===== src/rtl/hazard_ctrl.sv =====
// Pipeline hazard unit: operand forwarding, load-use and branch
// bubbles, multi-cycle MDU hold with timeout, and perf counters.
// Ports:
//   clk, reset         : clock, sync active-high reset
//   rs*_d/rs*_e/rd_*   : stage register indices
//   load_e, pc_src_e   : execute load / taken redirect
//   reg_write_m/_w     : M and W write enables
//   mdu_start_e/done   : MDU op in execute / result valid
//   forward_a/b_e      : 00 regfile, 01 WB, 10 MEM
//   stall_*, flush_*   : pipeline register controls
//   mdu_err            : sticky MDU timeout flag
//   stall_cnt/flush_cnt: saturating event counters
module hazard_ctrl #(
   parameter int MDU_TIMEOUT = 64
) (
   input  logic       clk,
   input  logic       reset,
   input  logic [4:0] rs1_d,
   input  logic [4:0] rs2_d,
   input  logic [4:0] rs1_e,
   input  logic [4:0] rs2_e,
   input  logic [4:0] rd_e,
   input  logic       load_e,
   input  logic       pc_src_e,
   input  logic [4:0] rd_m,
   input  logic [4:0] rd_w,
   input  logic       reg_write_m,
   input  logic       reg_write_w,
   input  logic       mdu_start_e,
   input  logic       mdu_done,
   output logic [1:0] forward_a_e,
   output logic [1:0] forward_b_e,
   output logic       stall_f,
   output logic       stall_d,
   output logic       stall_e,
   output logic       flush_d,
   output logic       flush_e,
   output logic       flush_m,
   output logic       mdu_err,
   output logic [15:0] stall_cnt,
   output logic [15:0] flush_cnt
);

   typedef enum logic {RUN, MDU_WAIT} state_t;

   localparam logic [7:0] LP_TO_LAST = 8'(MDU_TIMEOUT - 1);

   state_t      r_state;
   state_t      w_next;
   logic [7:0]  r_wcnt;
   logic        r_err;
   logic [15:0] r_scnt;
   logic [15:0] r_fcnt;
   logic        w_timeout;
   logic        w_hold;
   logic        w_lu;

   function automatic logic [1:0] fwd_sel(input logic [4:0] rs);
      if (reg_write_m && rd_m != 5'd0 && rd_m == rs)
         fwd_sel = 2'b10;
      else if (reg_write_w && rd_w != 5'd0 && rd_w == rs)
         fwd_sel = 2'b01;
      else
         fwd_sel = 2'b00;
   endfunction

   always_comb begin
      forward_a_e = fwd_sel(rs1_e);
      forward_b_e = fwd_sel(rs2_e);
   end

   always_comb begin
      w_next    = r_state;
      w_timeout = 1'b0;
      w_hold    = 1'b0;
      w_lu      = load_e && rd_e != 5'd0 &&
                  (rd_e == rs1_d || rd_e == rs2_d);
      unique case (r_state)
         RUN: begin
            w_hold = mdu_start_e && !mdu_done;
            if (w_hold)
               w_next = MDU_WAIT;
         end
         MDU_WAIT: begin
            // a result arriving on the last cycle beats the abort
            w_timeout = (r_wcnt == LP_TO_LAST) && !mdu_done;
            w_hold    = !mdu_done && !w_timeout;
            if (!w_hold)
               w_next = RUN;
         end
      endcase
   end

   always_comb begin
      stall_f = 1'b0;
      stall_d = 1'b0;
      stall_e = 1'b0;
      flush_d = 1'b0;
      flush_e = 1'b0;
      flush_m = 1'b0;
      if (reset) begin
         flush_d = 1'b1;
         flush_e = 1'b1;
         flush_m = 1'b1;
      end else if (w_hold) begin
         // freeze front end, drain a bubble past the MDU
         stall_f = 1'b1;
         stall_d = 1'b1;
         stall_e = 1'b1;
         flush_m = 1'b1;
      end else if (pc_src_e) begin
         flush_d = 1'b1;
         flush_e = 1'b1;
      end else if (w_lu) begin
         stall_f = 1'b1;
         stall_d = 1'b1;
         flush_e = 1'b1;
      end
   end

   always_ff @(posedge clk) begin
      if (reset) begin
         r_state <= RUN;
         r_wcnt  <= 8'd0;
         r_err   <= 1'b0;
         r_scnt  <= 16'd0;
         r_fcnt  <= 16'd0;
      end else begin
         r_state <= w_next;
         // held at zero in RUN so each wait starts from zero
         if (r_state == RUN)
            r_wcnt <= 8'd0;
         else
            r_wcnt <= r_wcnt + 8'd1;
         if (w_timeout)
            r_err <= 1'b1;
         if (stall_f && r_scnt != 16'hFFFF)
            r_scnt <= r_scnt + 16'd1;
         if ((flush_d || flush_e) && r_fcnt != 16'hFFFF)
            r_fcnt <= r_fcnt + 16'd1;
      end
   end

   assign mdu_err   = r_err;
   assign stall_cnt = r_scnt;
   assign flush_cnt = r_fcnt;

endmodule


===== config.mk =====
export PLATFORM = sky130hd
export DESIGN_NAME = hazard_ctrl
export DESIGN_NICKNAME = d
export VERILOG_FILES = /design/src/rtl/hazard_ctrl.sv
export SDC_FILE = /design/constraint.sdc
export NUM_CORES = 1
export LEC_CHECK = 0
export ABC_CLOCK_PERIOD_IN_PS = 3750
export BUFFER_PORTS_ARGS = -buffer_cell sky130_fd_sc_hd__clkbuf_2
export CAP_MARGIN = 20
export CELL_PAD_IN_SITES_DETAIL_PLACEMENT = 2
export CELL_PAD_IN_SITES_GLOBAL_PLACEMENT = 2
export CORE_MARGIN = 1.5
export CORE_UTILIZATION = 25
export DETAILED_ROUTE_END_ITERATION = 7
export PLACE_DENSITY = 0.82
export SLEW_MARGIN = 40
export SYNTH_ARGS = -nofsm -noshare
export SYNTH_HDL_FRONTEND = slang
export SYNTH_SLANG_ARGS = --single-unit

===== constraint.sdc =====
create_clock -name clk -period 3.75 [get_ports clk]
set_input_delay 0.375 -clock clk [delete_from_list [all_inputs] [get_ports clk]]
set_output_delay 0.375 -clock clk [all_outputs]
set_load 0.05 [all_outputs]

==> results of run 1 <==
[state kept, by name, summed over array words and instances (netlist names)]
register and cells:
flush_cnt 16, r_state 1, mdu_err 1, stall_cnt 16, r_wcnt 8
[worst max-delay path by stage]
stage / from / to / slack [ns]
2_1_floorplan: rd_m[1] / forward_a_e[0] / 0.42
3_3_place_gp: reset / flush_cnt[12]$_SDFFE_PP0P_ / 1.22
3_5_place_dp: reset / flush_cnt[12]$_SDFFE_PP0P_ / 1.11
4_1_cts: rd_m[1] / forward_a_e[0] / 1.31
5_1_grt: reset / flush_e / 1.18
6_report: rd_m[1] / forward_a_e[0] / 1.34
[cells by family (layout without fill, tap and decap cells)]
family          count (synthesis)  in the layout  share of synthesized area (%)
mux                             5              5                           2.60
buf+inv                        14             98                           3.20
compound gates                 47             47                           13.1
simple gates                  132            132                           30.3
xor+xnor                       45             45                           15.8
flops                          42             42                           33.6
fa+ha+maj                       3              3                           1.50
[metal layers]
metal	wire length [um]	global-route usage, %
met1	3320	16.7
met2	3890	28.4
met3	314	1.97
met4	56	3.43
met5	0	0
[synthesized netlist by cell type, drive strengths merged]
cell / number
a21o: 1
a21oi: 19
a31o: 5
and2: 2
and2b: 1
and3: 9
and4: 2
buf: 7
clkbuf: 4
dfxtp: 42
ha: 3
inv: 3
mux2: 3
mux2i: 2
nand2: 12
nand2b: 5
nand3: 17
nand4: 6
nor2: 37
nor2b: 3
nor3: 4
nor4: 11
nor4b: 2
o21ai: 11
o21ba: 1
o21bai: 1
o221a: 1
o22ai: 1
o2bb2ai: 1
o31a: 1
o31ai: 5
or2: 1
or2b: 1
or3: 9
or4: 10
xnor2: 27
xor2: 18
[layout make-up]
class,instances,area (um2)
fillers,1152,6600
multi-input cells,232,1580
flip-flops and latches,42,841
repair buffers,87,440
well taps,133,166
clock buffers,6,82.6
clock inverters,2,12.5
inverters,3,11.3
[per-stage QoR]
| stage | utilization, % | setup slack (ns) | area [um2] |
|---|---|---|---|
| after global routing | 32.2 | 1.18 | 3130 |
| final | 32.2 | 1.34 | 3130 |
| after CTS | 32.2 | 1.31 | 3130 |
| after detailed placement | 31.2 | 1.11 | 3040 |
| after global placement | 31.2 | 1.22 | 3040 |
| after floorplan | - | 0.423 | 2500 |
[tightest hold or removal path, stage by stage]
cell      delay [ns]
clkbuf_2        0.11
nor4b_4         0.05
a21oi_1         0.14
nor2_1          0.05
[report_power, final]
part	leakage (nW)	total, mW	switching [mW]	internal [mW]
clock	0.0472	0.307	0.159	0.148
sequential	0.339	0.461	0.00998	0.451
combinational	0.850	0.174	0.111	0.0633
total	1.24	0.942	0.279	0.663
==> results.toml, run 1 <==
[outcome]
status = "completed"

[yosys]
avgSynthCellArea_um2 = 8.68
syn_area_um2 = 2500
synth_warnings = 0
ys_seq_area_share_pct = 33.6
synth_top_area_share_pct = 33.6
synth.largest_area_cell = "dfxtp_1"
netlist_top_cells_area = "dfxtp_1 (34%), xnor2_1 (9.5%), xor2_1 (6.3%), nor2_1 (5.6%), a21oi_1 (3.6%)"
yosysUniqueCellTypes = 48
syn-num-nets = 334
ys_ff_latch = 42
syn_inst = 288

[timing]
grt_setup_unrepaired = "no"
tightestPinTransition_ns = 0.591
slew_violations = 0
tns_ns = 0
clock.fmax_mhz = 415
finClkSkew_ns = 0.00632
max_slew_margin_pct = 60.2
hold_viol = 0
period_needed_ns = 2.41
whs_ns = 0.476
finalSetupViolCount = 0
period_share_pct = 64.2

[drt]
drt_iter0_markers = 39
num_vias = 2456
first_pass_iters = 4
postRouteAntennaNets = 0
via_per_inst = 4.86
drt-wirelength-per-cell_um = 15.0
drt_wl_total_um = 7580
drc = 0

[setup_path]
crit_buf_inv = 2
crit_arrival_ns = 2.03
crit_chain = "clkbuf_2 -> or4_1 -> o21ai_0 -> nor4_1 -> nor4_1 -> clkbuf_2"
cp-start-kind = "input pin"
critPathKind = "in2out"
regToRegSetupSlack_ns = 1.41
crit_fanout = 3
cp.required_ns = 3.38
crit_path_top_delay_cell = "or4_1"
end_kind = "output pin"
worst-path-stages = 6
cp_top_family = "simple AND/OR/NAND/NOR gates"
r2r-start = "r_wcnt[0]$_SDFF_PP0_"
worstRegToRegCells = 7
r2r-end = "flush_cnt[12]$_SDFFE_PP0P_"
cpPeakStageDelay_ns = 0.51

[floorplan]
core_area_um2 = 9730
io_pins = 86
start_util_pct = 25.7
num_rows = 36
die_y_um = 103
die_w_um = 103
die_area_um2 = 10600

[finish]
fin_nets = 417
drive_gt1_share_pct = 30.6
area_growth_pct = 25.3
layout_commonest_cell = "clkbuf_2"
final_cells = 505
diodes = 0
final_cell_mix = "clkbuf_2 (85), dfxtp_1 (42), nor2_1 (37)"

[placed_design]
placed_cells = 497
gp_congestion = 0.736
io_buffers = 85
dpl.hpwl_um = 6020

[pwr]
leakage_nw = 1.24
power.density_nw_per_um2 = 301
vdd_drop_max_mv = 0.163
power_uw = 942

[clock_network]
clock_tree.buffer_depth = 2
cts-resized-gates = 0
htreeDepth = 2
tritoncts = "done"
cts_buffers = 5
cts-root-buf = "clkbuf_8"
postCtsSetupBuffers = 0
cts_hold_buf = 0
clk_pin_slew_ns = 0.08
worstSkewPairLatency_ns = 0.29
cts.sinks = 42

[global_routing]
grt_overflow = 0
grt_usage_pct = 14.6
grt_pass1_wl_um = 12400
grt_pass1_vias = 2651
grt_max_degree = 31
antenna_found_initial = 0

[min_path]
hold_class = "in2reg"
hold_path_startpoint = "mdu_done"
hold_depth = 4
holdPathEnd = "mdu_err$_SDFFE_PP0P_"

[run]
max_cap_viol_count = 0
Power figures use the tool's default switching activity.
==> run 2, diff against run 1 <==
Settings changed: ABC_CLOCK_PERIOD_IN_PS 3750 to 1950, PLACE_DENSITY 0.82 to 0.85.
Clock period 3.75 ns to 1.95 ns, I/O delays scaled along.
==> run 2 against run 1 <==
  * The flow now finishes with violations (negative setup slack)
  * Count of clock-buffer cells in the layout rose by 2
  * Routed wire length rose by 29%
  * Via count rose by 12%
  * Global-route usage rose by 4.5 points
  * Die area did not move
  * First-iteration DRC count rose by 33%
  * Cell area rose by 27%
  * Critical path depth rose by 3
  * Combinational power rose to 2.8 times the previous value
  * Highest routed layer unchanged
==> results.toml, run 2 (synthesis results as in run 1) <==
[global_routing]
grt_pass1_vias = 3056
grt_use_met1_pct = 22.3
grt_overflow = 0
grt_max_degree = 31
met2_usage_pct = 35.8
antenna_found_initial = 0
grt_usage_pct = 19.1
grt_pass1_wl_um = 15700
grt-busiest-layer = "met2"
grt_util_met3_pct = 2.71

[pwr]
vdd_drop_max_mv = 0.390
seqPwrFrac_pct = 45.1
power.density_nw_per_um2 = 482
internal-power_mw = 1.32
leakage_nw = 1.61
power_frac_comb_pct = 25.1
p_switching_uw = 601
power_frac_clock_pct = 29.8
p_sw_share_pct = 31.3

[setup_path]
regToRegSetupSlack_ns = -0.05
crit_chain = "and4_4 -> and3_4 -> and2b_2 -> nor4b_4 -> buf_4 -> buf_4 -> buf_4 -> xnor2_2 -> nor2_1"
crit_arrival_ns = 2.18
crit_top_cell = "buf_4"
critPathKind = "reg2reg"
cpPeakStageDelay_ns = 0.37
endpoint = "flush_cnt[2]$_SDFFE_PP0P_"
r2r-start = "flush_cnt[5]$_SDFFE_PP0P_"
crit_path_top_delay_cell = "dfxtp_4"
end_kind = "flop"
worstRegToRegCells = 9
cp.required_ns = 2.14
crit_fanout = 4
cp-start-kind = "flop"
crit_start = "flush_cnt[5]$_SDFFE_PP0P_"
r2r-end = "flush_cnt[2]$_SDFFE_PP0P_"

[drt]
via_per_inst = 4.89
postRouteAntennaNets = 0
drc = 0
first_pass_iters = 4
drt_wl_total_um = 9780
drt_iter0_markers = 52
num_vias = 2755
drt-wirelength-per-cell_um = 17.4

[clock_network]
cts.sinks = 42
htreeDepth = 2
worstSkewPairLatency_ns = 0.30
tritoncts = "done"
cts_buffers = 5
clock_tree.buffer_depth = 2
clk_pin_slew_ns = 0.08
cts-root-buf = "clkbuf_8"

[floorplan]
num_rows = 36
core_area_um2 = 9730
io_pins = 86
start_util_pct = 25.7
die_w_um = 103
die_y_um = 103
die_area_um2 = 10600

[outcome]
violations = "negative setup slack"
status = "complete, but fails checks"

[timing]
worst_slack_ns = -0.0468
finClkSkew_ns = 0.00278
tightestPinTransition_ns = 0.441
period_share_pct = 102
max_slew_margin_pct = 70.3
tns_ns = -0.198
grt_setup_unrepaired = "yes"
finalSetupViolCount = 9
slew_violations = 0
hold_viol = 0
period_needed_ns = 2.00
clock.fmax_mhz = 501
whs_ns = 0.295

[finish]
area_growth_pct = 59.4
layout_commonest_cell = "clkbuf_2"
fin_nets = 475
diodes = 0
fillers = 1103
final_cell_mix = "clkbuf_2 (77), buf_4 (55), nor2_1 (34)"
drive_gt1_share_pct = 54.9

[placed_design]
gp_congestion = 0.777
dpl.hpwl_um = 7410
io_buffers = 85

[run]
max_cap_viol_count = 0

[min_path]
hold_class = "in2reg"
[run 2: cell types whose count changed in the layout (fill, tap and decap cells not counted), sizes merged]
cell	delta
clkinvlp	-1
buf	+66
clkbuf	-6
clkinv	-1
[run 2: metrics by stage]
stage	total power, mW	cells	util (%)	cell area, um2	setup WS, ns
global placement	1.30	546	36.7	3570	-0.0574
global route	2.01	563	41.0	3990	-0.119
floorplan	1.14	288	-	2640	-0.154
finish	1.92	563	41.0	3990	-0.0468
detailed placement	1.32	546	36.7	3570	-0.118
CTS	1.92	561	39.6	3850	-0.0277
[run 2: what timing repair did]
item	in CTS	in global routing
resized for setup	33	32
hold buffers	0	0
pin swaps	9	15
setup buffers	7	2
endpoints found under the setup margin	29	32
cloned	0	0
endpoints found under the hold margin	0	0
[run 2: power by group through the flow]
stage / combinational, mW / clock, mW / sequential (mW)
final: 0.481 / 0.572 / 0.866
after global routing: 0.518 / 0.623 / 0.868
after CTS: 0.467 / 0.584 / 0.868
after detailed placement: 0.436 / 0 / 0.888
after global placement: 0.419 / 0 / 0.886
after floorplan: 0.210 / 0 / 0.929
[run 2: area by class of cell]
type                            count  area, um2  share of cell area, %
Timing Repair Buffer              145        971                   24.4
Clock buffer                        8       80.1                   2.01
Inverter                            3       11.3                  0.282
Tap cell                          133        166                   4.17
Multi-Input combinational cell    232       1850                   46.5
Sequential cell                    42        906                   22.7
[run 2: worst max-delay path: cells and delay by family (launching register included)]
family                    cells  cell delay [ns]
buffers and inverters         3             0.41
and+or+nand+nor               5             1.02
DFF                           1             0.37
xor gates and xnor gates      1             0.09
[run 2: routing by layer]
layer	part of all wire [%]	vias up	wire, um
li1	-	1312	-
met1	41	1368	4030
met2	54	64	5250
met3	3.3	11	324
met4	1.8	0	176
met5	0	-	0
[run 2: how the worst min path moves through the flow]
stage	end	cells after the start	from	slack (ns)
after floorplan	r_wcnt[0]$_SDFF_PP0_	1	r_wcnt[0]$_SDFF_PP0_	0.43
after global placement	mdu_err$_SDFFE_PP0P_	2	mdu_err$_SDFFE_PP0P_	0.46
after detailed placement	mdu_err$_SDFFE_PP0P_	2	mdu_err$_SDFFE_PP0P_	0.49
after CTS	stall_cnt[8]$_SDFFE_PP0P_	3	reset	0.28
after global routing	stall_cnt[15]$_SDFFE_PP0P_	3	reset	0.31
final	stall_cnt[7]$_SDFFE_PP0P_	3	reset	0.29
==> run 3, diff against run 2 <==
Settings changed: CAP_MARGIN 20 to not set, SETUP_SLACK_MARGIN set to 0.1.
==> run 3 against run 2 <==
  * The run still ends with negative setup slack left
  * Flip-flop and latch count unchanged
  * Maximum frequency down 1.5%
  * Combinational power up 8.3%
  * Worst hold slack gained 0.014 ns
  * First-iteration DRC count up 17%
  * Worst setup slack worse by 0.031 ns
  * Critical path depth did not move
  * Critical endpoint is now stall_cnt[5]$_SDFFE_PP0P_
  * Cell area rose by 3.4%
  * Total power increased by 3.0%
==> results.toml, run 3 (synthesis results as in run 1) <==
[outcome]
status = "complete, but fails checks"
violations = "negative setup slack"

[pwr]
leakage_nw = 1.64
seqPwrFrac_pct = 43.7
vdd_drop_max_mv = 0.271
power_frac_comb_pct = 26.3
internal-power_mw = 1.33
p_switching_uw = 643
power_frac_clock_pct = 30.0
power.density_nw_per_um2 = 480
p_sw_share_pct = 32.5

[floorplan]
num_rows = 36
start_util_pct = 25.7
die_y_um = 103
core_area_um2 = 9730
die_w_um = 103
die_area_um2 = 10600
io_pins = 86

[setup_path]
cp-start-kind = "flop"
crit_start = "stall_cnt[0]$_SDFFE_PP0P_"
worstRegToRegCells = 9
end_kind = "flop"
critPathKind = "reg2reg"
cp.required_ns = 2.19
r2r-end = "stall_cnt[5]$_SDFFE_PP0P_"
r2r-start = "stall_cnt[0]$_SDFFE_PP0P_"
crit_arrival_ns = 2.27
crit_fanout = 20
endpoint = "stall_cnt[5]$_SDFFE_PP0P_"
regToRegSetupSlack_ns = -0.08

[drt]
drc = 0
drt_iter0_markers = 61
via_per_inst = 4.94
drt_wl_total_um = 10100
postRouteAntennaNets = 0
first_pass_iters = 4
drt-wirelength-per-cell_um = 18.0
num_vias = 2775

[timing]
grt_setup_unrepaired = "yes"
worst_slack_ns = -0.0781
period_needed_ns = 2.03
finClkSkew_ns = 0.00697
whs_ns = 0.309
period_share_pct = 104
clock.fmax_mhz = 493
tightestPinTransition_ns = 0.420
finalSetupViolCount = 7
slew_violations = 0
hold_viol = 0
tns_ns = -0.304
max_slew_margin_pct = 72.0

[global_routing]
grt_usage_pct = 17.8
grt_max_degree = 32
grt_pass1_wl_um = 14800
grt_overflow = 0
antenna_found_initial = 0
grt_pass1_vias = 3025

[finish]
stdcell_area_um2 = 4120
layout_commonest_cell = "clkbuf_2"
final_cell_mix = "clkbuf_2 (75), buf_4 (51), nor2_1 (34)"
fin_nets = 474
area_growth_pct = 64.8
final_cells = 562
diodes = 0
drive_gt1_share_pct = 57.8

[placed_design]
placed_cells = 536
gp_congestion = 0.782
dpl.hpwl_um = 7010
place_ws_ns = -0.0833
placed_cell_area_um2 = 3520
io_buffers = 85

[clock_network]
tritoncts = "done"
cts-root-buf = "clkbuf_8"
cts_buffers = 5
cts.sinks = 42
clk_pin_slew_ns = 0.09
htreeDepth = 2
clock_tree.buffer_depth = 2
worstSkewPairLatency_ns = 0.30

[run]
max_cap_viol_count = 0

[min_path]
hold_class = "in2reg"
==> run 3: changes by cell type in the layout (fill, tap and decap cells not counted), moves of 3 or more <==
cell	delta
buf_4	-4
or4_1	-4
or4_4	+4
dfxtp_1	-3
buf_8	+3
dfxtp_4	+4
clkbuf_1	-3
==> run 3: area by class of cell <==
class / instances / area, um2
fill: 1082 / 5610
clock inverter: 3 / 20.0
multi-input combinational: 232 / 1920
sequential: 42 / 920
timing repair buffer: 144 / 1020
tap: 133 / 166
clock buffer: 5 / 68.8
inverter: 3 / 11.3
==> run 3: worst min-delay path by stage <==
stage                         start              endpoint  slack [ns]  cells after the start
4_1_cts                       reset    r_state$_SDFF_PP0_        0.30                      3
2_1_floorplan  r_wcnt[0]$_SDFF_PP0_  r_wcnt[0]$_SDFF_PP0_        0.40                      1
5_1_grt                       reset    r_state$_SDFF_PP0_        0.32                      3
6_report                      reset    r_state$_SDFF_PP0_        0.31                      3
3_3_place_gp   mdu_err$_SDFFE_PP0P_  mdu_err$_SDFFE_PP0P_        0.48                      2
3_5_place_dp   r_wcnt[0]$_SDFF_PP0_  r_wcnt[0]$_SDFF_PP0_        0.50                      2
==> run 3: metal layers <==
| metal | vias up | GRT usage (%) | share of wire [%] |
|---|---|---|---|
| met4 | 0 | 5.61 | 2.1 |
| met2 | 80 | 35.2 | 55 |
| met3 | 17 | 3.19 | 4.2 |
| met1 | 1364 | 18.9 | 38 |
| met5 | - | 0 | 0 |
| li1 | 1314 | - | - |
==> run 3: critical path, stage by stage (launching register included) <==
cell and delay, ns:
dfxtp_4 0.37, ha_4 0.16, nand4_1 0.13, nor4_4 0.07, buf_4 0.15, nor3_4 0.22
a21oi_4 0.07, buf_12 0.18, or4_4 0.48, a21oi_2 0.12
==> run 3: metrics by stage <==
step                total power, mW  utilization (%)
floorplan                      1.14                -
global placement               1.28             36.1
detailed placement             1.30             36.1
CTS                            1.94             39.5
global route                   2.07             42.4
finish                         1.98             42.4
==> run 3: power by group through the flow <==
| stage | logic [mW] | registers, mW | clock network (mW) |
|---|---|---|---|
| after floorplan | 0.213 | 0.923 | 0 |
| after global placement | 0.399 | 0.882 | 0 |
| after detailed placement | 0.417 | 0.883 | 0 |
| after CTS | 0.457 | 0.864 | 0.618 |
| after global routing | 0.555 | 0.866 | 0.652 |
| final | 0.521 | 0.864 | 0.593 |
==> run 3: what timing repair did <==
action                     in CTS  in global routing
pin swaps                      13                 17
gates cloned                    0                  1
setup endpoints to repair      32                 39
hold buffers                    0                  0
setup buffers                   6                 11
resized for setup              40                 43
